--- src/rtl/rtc_hms_timer.sv ---
// Real-time clock/timer core: divides clk_125MHz down to a 1 Hz tick and keeps
// hh:mm:ss, counting up (wall clock) or down (timer), with load and one-shot alarm.
module rtc_hms_timer #(
    parameter int  CLK_HZ = 125_000_000,
    parameter int  HOURS  = 24,
    localparam int PRE_W  = $clog2(CLK_HZ)
) (
    input  logic             clk_125MHz,
    input  logic             rst,
    input  logic             start,
    input  logic             stop,
    input  logic             mode,
    input  logic             load,
    input  logic [4:0]       ld_hh,
    input  logic [5:0]       ld_mm,
    input  logic [5:0]       ld_ss,
    input  logic             alarm_en,
    input  logic [4:0]       al_hh,
    input  logic [5:0]       al_mm,
    input  logic [5:0]       al_ss,
    output logic [4:0]       hh,
    output logic [5:0]       mm,
    output logic [5:0]       ss,
    output logic             tick_1hz,
    output logic             running,
    output logic             done,
    output logic             alarm,
    output logic [PRE_W-1:0] prescale
);
    localparam logic [PRE_W-1:0] PRE_MAX = PRE_W'(CLK_HZ - 1);
    localparam logic [4:0]       HH_MAX  = 5'(HOURS - 1);

    logic [4:0]       hh_reg, hh_next, ld_hh_clamp;
    logic [5:0]       mm_reg, mm_next, ld_mm_clamp;
    logic [5:0]       ss_reg, ss_next, ld_ss_clamp;
    logic [PRE_W-1:0] prescale_reg;
    logic             running_reg, run_next;
    logic             tick_reg, done_reg, alarm_reg;
    logic             at_zero, next_zero, pre_wrap, alarm_hit;

    assign hh       = hh_reg;
    assign mm       = mm_reg;
    assign ss       = ss_reg;
    assign prescale = prescale_reg;
    assign running  = running_reg;
    assign tick_1hz = tick_reg;
    assign done     = done_reg;
    assign alarm    = alarm_reg;

    assign ld_ss_clamp = (ld_ss > 6'd59) ? 6'd59 : ld_ss;
    assign ld_mm_clamp = (ld_mm > 6'd59) ? 6'd59 : ld_mm;
    assign ld_hh_clamp = (32'(ld_hh) >= HOURS) ? HH_MAX : ld_hh;

    assign run_next = stop ? 1'b0 : (start ? 1'b1 : running_reg);
    assign pre_wrap = (prescale_reg == PRE_MAX);
    assign at_zero  = (hh_reg == 5'd0) && (mm_reg == 6'd0) && (ss_reg == 6'd0);

    // Time after the next tick; a countdown parked at zero stays at zero.
    always_comb begin
        hh_next = hh_reg;
        mm_next = mm_reg;
        ss_next = ss_reg;
        if (!mode) begin
            if (ss_reg == 6'd59) begin
                ss_next = 6'd0;
                if (mm_reg == 6'd59) begin
                    mm_next = 6'd0;
                    hh_next = (hh_reg == HH_MAX) ? 5'd0 : hh_reg + 5'd1;
                end else begin
                    mm_next = mm_reg + 6'd1;
                end
            end else begin
                ss_next = ss_reg + 6'd1;
            end
        end else if (!at_zero) begin
            if (ss_reg == 6'd0) begin
                ss_next = 6'd59;
                if (mm_reg == 6'd0) begin
                    mm_next = 6'd59;
                    hh_next = hh_reg - 5'd1;
                end else begin
                    mm_next = mm_reg - 6'd1;
                end
            end else begin
                ss_next = ss_reg - 6'd1;
            end
        end
    end

    assign next_zero = (hh_next == 5'd0) && (mm_next == 6'd0) && (ss_next == 6'd0);
    assign alarm_hit = alarm_en && (hh_next == al_hh) && (mm_next == al_mm) && (ss_next == al_ss);

    always_ff @(posedge clk_125MHz) begin
        if (!rst) begin
            hh_reg       <= 5'd0;
            mm_reg       <= 6'd0;
            ss_reg       <= 6'd0;
            prescale_reg <= '0;
            running_reg  <= 1'b0;
            tick_reg     <= 1'b0;
            done_reg     <= 1'b0;
            alarm_reg    <= 1'b0;
        end else begin
            tick_reg    <= 1'b0;
            done_reg    <= 1'b0;
            alarm_reg   <= 1'b0;
            running_reg <= run_next;
            if (load) begin
                // Load wins over a tick that would have fired this edge.
                hh_reg       <= ld_hh_clamp;
                mm_reg       <= ld_mm_clamp;
                ss_reg       <= ld_ss_clamp;
                prescale_reg <= '0;
            end else if (running_reg) begin
                if (pre_wrap) begin
                    prescale_reg <= '0;
                    hh_reg       <= hh_next;
                    mm_reg       <= mm_next;
                    ss_reg       <= ss_next;
                    tick_reg     <= 1'b1;
                    alarm_reg    <= alarm_hit;
                    if (mode && next_zero) begin
                        done_reg    <= 1'b1;
                        running_reg <= 1'b0;
                    end
                end else begin
                    prescale_reg <= prescale_reg + PRE_W'(1);
                end
            end
        end
    end
endmodule

--- config.mk ---
export PLATFORM = sky130hd
export DESIGN_NAME = rtc_hms_timer
export DESIGN_NICKNAME = d
export VERILOG_FILES = /design/src/rtl/rtc_hms_timer.sv
export SDC_FILE = /design/constraint.sdc
export NUM_CORES = 1
export LEC_CHECK = 0
export CORE_UTILIZATION = 51
export CTS_CLUSTER_DIAMETER = 200
export DETAILED_ROUTE_END_ITERATION = 10
export PLACE_DENSITY = 0.82
export SETUP_SLACK_MARGIN = 0.05
export SYNTH_ARGS = -nofsm -noshare
export SYNTH_HDL_FRONTEND = slang
export SYNTH_SLANG_ARGS = --single-unit
--- constraint.sdc ---
create_clock -name clk_125MHz -period 3.3 [get_ports clk_125MHz]
set_input_delay 0.66 -clock clk_125MHz [delete_from_list [all_inputs] [get_ports clk_125MHz]]
set_output_delay 0.66 -clock clk_125MHz [all_outputs]
set_load 0.03 [all_outputs]
# Word-level counts from Yosys, hierarchy flattened
# Index checks and enable logic that the tools add are counted.
classes:
  reduce_logical: 20
  eq_ne: 7
  mul: 0
  shift: 0
  n_mux: 38
  n_lt_le_gt_ge: 3
  add_sub_neg: 7
  bitwise_logic: 3
  div: 0
op_table:
  columns: ["operator", "count"]
  rows:
  - ["$mux W6", 18]
  - ["$mux W5", 11]
  - ["$add A27 B1 Y27 const B", 1]
  - ["$eq A27 B27 Y1 const B", 1]
  - ["$mux W27", 1]
  - ["$logic_not A6 Y1", 4]
  - ["$add A6 B1 Y6 const B", 2]
  - ["$eq A6 B6 Y1", 2]
  - ["$eq A6 B6 Y1 const B", 2]
  - ["$gt A6 B6 Y1 const B", 2]
  - ["$sub A6 B1 Y6 const B", 2]
  - ["$logic_not A5 Y1", 2]
  - ["$logic_and A1 B1 Y1", 8]
  - ["$mux W1", 8]
  - ["$add A5 B1 Y5 const B", 1]
  - ["$eq A5 B5 Y1", 1]
  - ["$eq A5 B5 Y1 const B", 1]
  - ["$ge A5 B5 Y1 const B", 1]
  - ["$sub A5 B1 Y5 const B", 1]
  - ["$reduce_bool A2 Y1", 2]
  - ["$reduce_or A4 Y1", 1]
  - ["$not A1 Y1", 3]
  - ["$reduce_or A3 Y1", 1]
  - ["$reduce_and A2 Y1", 1]
  - ["$reduce_or A2 Y1", 1]
totals:
  latch_bits: 0
  reg_bits: 48
  mem_bits_ro: 0
  mem_bits_rw: 0
  word_cells: 86
  mem_count: 0
  input_bits: 41

# Logic depth before layout (Yosys ltp)
# Gate-level depths: netlist (run 1).
depth:
  ltp_word: 13
  depth_mapped: 10
  ltp_nobuf: 9

# Worst setup path before layout (run 1)
# OpenSTA, ideal clock, no wires.
synth_timing:
  kind: "register to register"
  start: "register ss_reg[0], in the netlist ss[0]"
  end: "register alarm_reg, in the netlist alarm"
  path_buffers: 1
  path_stages_with_launch: 11
  required_time_ps: 3212
  setup_ps: 88
  arrival_ps: 2810
  path_slack_ps: 402
  period_less_slack_ps: 2898
  path_cell_list: "dfxtp_1 -> clkbuf_1 -> inv_1 -> ha_1 -> or3b_2 -> nor4_4 -> nor4_1 -> o21ba_1 -> a2111oi_2 -> o2111ai_1 -> nor4_2"
synth_between:
  elab_chain_len: 8
  word_cells_on_any_way: 23
synth_rtl:
  columns: ["element", "line_no", "text"]
  rows:
  - ["start, declared", "35", "logic [5:0] ss_reg, ss_next, ld_ss_clamp;"]
  - ["start signal, assigned", "112", "ss_reg <= ld_ss_clamp;"]
  - ["start signal, assigned", "119", "ss_reg <= ss_next;"]
  - ["branches (longest 7 deep; another with $sub A6 B1 Y6)", null, null]
  - ["$logic_and A1 B1 Y1 (*)", "91", "assign alarm_hit = alarm_en && (hh_next == al_hh) && (mm_next == al_mm) && (ss_next == al_ss);"]
  - ["end signal, assigned", "121", "alarm_reg <= alarm_hit;"]
  - ["end, declared", "38", "logic tick_reg, done_reg, alarm_reg;"]
# Mark *: on every way between the ends.
# A chain may end at the register's enable or synchronous reset.

# Worst setup path after layout (run 1)
layout_timing:
  start: "register ss_reg[1], in the netlist ss[1]"
  end: "register alarm_reg, in the netlist alarm"
# Same word-level chain as after synthesis.

==> impl_metrics.yaml, run 1 <==
outcome:
  outcome: "finished, final reports clean"
setup_path:
  r2r_end: "alarm"
  crit_path_end_kind: "flip-flop"
  arrival_ns: 3.29
  cp.required_ns: 3.52
  reg2reg_slack_ns: 0.23
  path_cells: "inv_1 -> ha_1 -> or3b_2 -> nor4_2 -> a211o_1 -> a31oi_1 -> a2111oi_2 -> o2111ai_1 -> nor4_2"
  cp-start-kind: "flip-flop"
  worst-r2r-cell-count: 9
  slowest_stage: "nor4_2"
  crit_top_cell: "nor4_2"
  crit_path_end: "alarm"
  critical_path.max_fanout: 6
  startpoint: "ss[1]"
  r2r-start: "ss[1]"
  crit_path_max_incr_delay_ns: 0.57
  path_class: "flip-flop to flip-flop"
synth:
  ys.flop_type: "dfxtp_1"
  synth_cell_types: 62
  syn_area_um2: 3700
  async_flop_share_pct: 0
  yosys_warnings: 0
  yosys.area.top_type_share_pct: 26.0
  synth_nets: 529
  postSynthAreaPerCell_um2: 7.70
  yosysTopAreaCell: "dfxtp_1"
  ys_seq_area_share_pct: 26.0
  synth_edf_count: 0
  synth_seq_cells: 48
  synthTopCellsByArea: "dfxtp_1 26%, xor2_1 6.9%, nor2_1 4.9%"
  synthCells: 481
clocking:
  cts.htree.levels: 2
  holdBufCountCts: 0
  clock_latency_ns: 0.30
  clkTransAtPathRegs_ns: 0.09
  cts_setup_buffers: 0
  cts.path.max_buffers: 2
  cts_made_buffers: 5
  cts_num_sinks: 48
  tritoncts: "built"
  root_buffer: "clkbuf_8"
  ctsResizeCount: 0
global_route:
  overflow: 0
  antenna_found_initial: 0
  grt_pass1_wl_mm: 19.6
  grt_pass1_vias: 3885
  grt_max_degree: 28
  grt_util_all_layers_pct: 33.7
die:
  design.die.area_um2: 7600
  die_y_um: 87.2
  initial_utilization_pct: 53.6
  num_io_pins: 89
  fp-row-count: 30
  coreArea_um2: 6910
  die_x_um: 87.2
cells_and_area:
  fin_util_pct: 72.3
  n_antenna_cell: 0
  nets: 632
  seqCellArea_um2: 961
  fill_cells: 588
  drive_gt1_share_pct: 11.1
  largest_register_ffs: 27
  multiInputGateArea_um2: 2550
  area_growth_pct: 34.8
placement:
  hpwl_mm: 9.83
  place.gp.congestion: 0.963
  port_buffers: 88
hold_path:
  hold_path.class: "flip-flop to flip-flop"
sta:
  setup_tns_ns: 0
  holdWs_ns: 0.511
  setup_viol: 0
  min_period_ns: 3.07
  maxSlewViolCount: 0
  fmax_ghz: 0.326
  period_share_pct: 92.9
  rsz0062_at_grt: "false"
  tightestPinTransition_ns: 0.760
  slew_headroom_pct: 48.9
  hold_viol: 0
  finalClockSkew_ns: 0.00659
route:
  route.detailed.drc: 0
  drt_iter0_drc: 322
  num_vias: 4216
  via_per_inst: 6.19
  wire_per_inst_um: 18.6
  wl_mm: 12.7
  ant_nets: 0
  first_pass_iters: 6
power_and_ir_drop:
  power_density_nw_per_um2: 301
  irDropWorstVdd_mv: 0.207
  total_power_w: 0.00150
  p_leak_nw: 1.83
flow_run:
  maxCapViolCount: 0
[synth_stat cells, drive strengths merged (5+ instances only)]
master	number
nor2b	6
mux2i	7
o31ai	5
nand4	20
clkbuf	28
nand3	22
nor4b	5
o21ai	21
inv	18
o211a	6
a21oi	19
xnor2	11
and2	6
xor2	29
dfxtp	48
nand2b	6
or3	7
a31oi	5
nor3	13
a211oi	8
nand3b	5
and3	12
nand2	33
ha	7
nor2	48
nor4	17
[power breakdown]
part / internal (W) / leakage, nW / switching (W)
Clock: 0.000225 / 0.0552 / 0.000203
Sequential: 0.000593 / 0.391 / 0.0000141
Combinational: 0.000206 / 1.39 / 0.000263
[worst max-delay path: cells and delay by family (launching register included)]
kind                     cells  cell delay (ns)
AND/OR/NAND/NOR              3             1.37
AO/OA/AOI/OAI                4             0.96
adder cells (fa/ha/maj)      1             0.26
flip-flops                   1             0.32
buffers and inverters        1             0.07
[cell usage in the layout, fill, tap and decap left out, types with 13 or more instances in the layout]
| cell | instances |
|---|---|
| xor2_1 | 29 |
| clkdlybuf4s50_1 | 88 |
| nand2_1 | 33 |
| inv_1 | 18 |
| buf_4 | 40 |
| nor2_1 | 48 |
| nor3_1 | 13 |
| nand4_1 | 20 |
| o21ai_0 | 21 |
| a21oi_1 | 19 |
| dfxtp_1 | 48 |
| nand3_1 | 22 |
[worst min path at each step]
stage | startpoint | endpoint | slack [ns] | depth (start not counted)
6_report | prescale[22] | prescale[22] | 0.51 | 2
5_1_grt | prescale[22] | prescale[22] | 0.58 | 2
4_1_cts | prescale[22] | prescale[22] | 0.51 | 2
3_5_place_dp | prescale[22] | prescale[22] | 0.49 | 2
3_3_place_gp | prescale[22] | prescale[22] | 0.48 | 2
2_1_floorplan | prescale[22] | prescale[22] | 0.62 | 2
[per-stage QoR]
stage          instances  area, µm²  setup WS (ns)
3_5_place_dp         673       4880          0.130
2_1_floorplan        481       3700          0.402
3_3_place_gp         673       4880          0.185
4_1_cts              681       4990          0.287
6_report             681       4990          0.234
5_1_grt              681       4990         0.0963
[routing by layer]
layer  share of wire, %  track usage (%)  vias up  routed length, µm
met5                  0                0        -                  0
met3                8.4             4.74       44               1060
li1                   -                -     1983                  -
met4                4.1             15.9        0                520
met2                 47             55.9      247               5940
met1                 41             43.0     1942               5170
[cell type report]
type	count	area share, %
Clock inverter	2	0.702
Inverter	18	1.35
Sequential cell	48	19.2
Clock buffer	6	1.45
Timing Repair Buffer	128	23.7
Multi-Input combinational cell	383	51.2
Tap cell	96	2.41
[kinds of logic after synthesis]
kind of cell | count (synthesis) | share of synthesized area, %
muxes | 10 | 2.81
xor gates and xnor gates | 40 | 9.46
adders and majority gates | 7 | 2.37
buffers and inverters | 50 | 5.20
DFF | 48 | 26.0
AOI/OAI and AO/OA | 97 | 18.9
and+or+nand+nor | 229 | 35.3
No activity file was read; power rests on OpenSTA's default activity.
==> run 2, diff against run 1 <==
Settings changed: CORE_MARGIN set to 3.
==> run 2 against run 1 <==
  * Final cell count rose by 1.2%
  * Register-to-register slack improved by 0.03 ns
  * Final area rose by 1.5%
  * Largest power group unchanged
  * Clock skew rose by 0.0040 ns
  * Combinational power rose by 3%
  * Sequential cell count did not move
  * Power barely moved
  * First-iteration DRC count fell by 4.0%
  * Worst hold slack got worse by 0.0093 ns
  * Worst setup slack improved by 0.0078 ns
  * Core utilization rose by 1.1 points
  * Sequential power barely moved
==> impl_metrics.yaml, run 2 (synthesis results as in run 1) <==
outcome:
  outcome: "finished, final reports clean"
global_route:
  grt_util_all_layers_pct: 30.0
  grt_pass1_vias: 4022
  grt_pass1_wl_mm: 20.3
  overflow: 0
  grt_max_degree: 28
  antenna_found_initial: 0
hold_path:
  hold_depth: 2
  min-delay-start: "prescale[22]"
  hold_end: "prescale[22]"
  hold_path.class: "flip-flop to flip-flop"
route:
  via_per_inst: 6.18
  wl_mm: 12.8
  drt-met1-wl_mm: 5.22
  drt_iter0_drc: 309
  top_layer_used: "met4"
  wire_per_inst_um: 18.5
  ant_nets: 0
  num_vias: 4256
  dr_wl_met3_mm: 1.07
  route.detailed.drc: 0
  first_pass_iters: 5
  met2_length_mm: 6.05
die:
  initial_utilization_pct: 53.6
  design.die.area_um2: 8320
  num_io_pins: 89
  die_y_um: 91.2
  die_x_um: 91.2
  fp-row-count: 30
  coreArea_um2: 6910
cells_and_area:
  final_common_cell: "clkdlybuf4s50_1"
  multiInputGateArea_um2: 2570
  fill_cells: 550
  drive_gt1_share_pct: 12.5
  largest_register_ffs: 27
  fin_area_um2: 5060
  layout_common_cells: "88 x clkdlybuf4s50_1, 48 x nor2_1, 48 x dfxtp_1, 48 x buf_4, 33 x nand2_1"
  n_antenna_cell: 0
  area_growth_pct: 36.8
  nets: 640
  seqCellArea_um2: 961
setup_path:
  worst-r2r-cell-count: 10
  reg2reg_slack_ns: 0.26
  critical_path.max_fanout: 7
  arrival_ns: 3.28
  r2r_end: "alarm"
  path_class: "input pin to flip-flop"
  cp-start-kind: "input pin"
  cp.required_ns: 3.52
  r2r-start: "hh[0]"
  crit_path_end_kind: "flip-flop"
flow_run:
  maxCapViolCount: 0
sta:
  setup_viol: 0
  finalClockSkew_ns: 0.0106
  tightestPinTransition_ns: 0.839
  setup_tns_ns: 0
  slew_headroom_pct: 43.1
  period_share_pct: 92.7
  fmax_ghz: 0.327
  min_period_ns: 3.06
  rsz0062_at_grt: "false"
  setup_slack_ns: 0.242
  maxSlewViolCount: 0
  hold_viol: 0
power_and_ir_drop:
  power_density_nw_per_um2: 297
  combPwrFrac_pct: 32.2
  p_int_w: 0.00103
  irDropWorstVdd_mv: 0.328
  power.switching_w: 0.000474
  clkPwrFrac_pct: 27.7
  p_leak_nw: 1.88
  pwr-share-seq_pct: 40.1
  swShare_pct: 31.5
clocking:
  cts.htree.levels: 2
  cts.path.max_buffers: 2
  cts_num_sinks: 48
  root_buffer: "clkbuf_8"
  clock_latency_ns: 0.30
  cts_made_buffers: 5
  clkTransAtPathRegs_ns: 0.09
  tritoncts: "built"
placement:
  port_buffers: 88
  postPlaceCellArea_um2: 4940
  place.gp.congestion: 0.990
  dpl_worst_slack_ns: -0.00288
  hpwl_mm: 9.95
[run 2: worst max-delay path: stages]
cell             delay, ns
clkdlybuf4s50_1       0.62
nand4bb_1             0.19
buf_4                 0.19
o311ai_1              0.70
xor2_1                0.17
a2111oi_2             0.25
o2111ai_1             0.21
nor4_2                0.28
[run 2: how the worst max path moves through the flow]
| stage | depth (start not counted) | start | slack (ns) | endpoint |
|---|---|---|---|---|
| global route | 9 | prescale[11] | 0.12 | done |
| CTS | 10 | hh[0] | 0.14 | alarm |
| detailed placement | 8 | mode | -0.003 | alarm |
| floorplan | 10 | ss[0] | 0.40 | alarm |
| finish | 8 | mode | 0.24 | alarm |
| global placement | 8 | mode | 0.0007 | alarm |
[run 2: timing repair]
item | CTS | global route
gates resized for setup | 0 | 2
endpoints found under the hold margin | 0 | 0
setup endpoints to repair | 0 | 1
buffers inserted | 0 | 0
hold buffers | 0 | 0
[run 2: metrics by stage]
step / cells / util (%) / hold slack [ns] / total power (W)
floorplan: 481 / - / 0.618 / 0.000887
global placement: 681 / 71.6 / 0.481 / 0.00109
detailed placement: 681 / 71.6 / 0.488 / 0.00109
CTS: 689 / 73.2 / 0.502 / 0.00150
global route: 689 / 73.3 / 0.532 / 0.00157
finish: 689 / 73.3 / 0.502 / 0.00151
[run 2: power groups by stage]
stage / combinational (W) / sequential (W) / clock (W)
2_1_floorplan: 0.000235 / 0.000652 / 0
3_3_place_gp: 0.000470 / 0.000617 / 0
3_5_place_dp: 0.000470 / 0.000617 / 0
4_1_cts: 0.000473 / 0.000604 / 0.000421
5_1_grt: 0.000518 / 0.000606 / 0.000444
6_report: 0.000484 / 0.000604 / 0.000417
[run 2: layer usage]
metal,vias up,global-route usage [%]
met4,0,10.9
met1,1999,37.8
met5,-,0
met2,216,49.7
li1,2001,-
met3,40,7.21
[run 2: layout make-up]
cell class	count	share of cell area (%)
Clock inverter	2	0.692
Sequential cell	48	19.0
Tap cell	96	2.37
Multi-Input combinational cell	383	50.7
Timing Repair Buffer	136	24.5
Clock buffer	6	1.43
Inverter	18	1.33
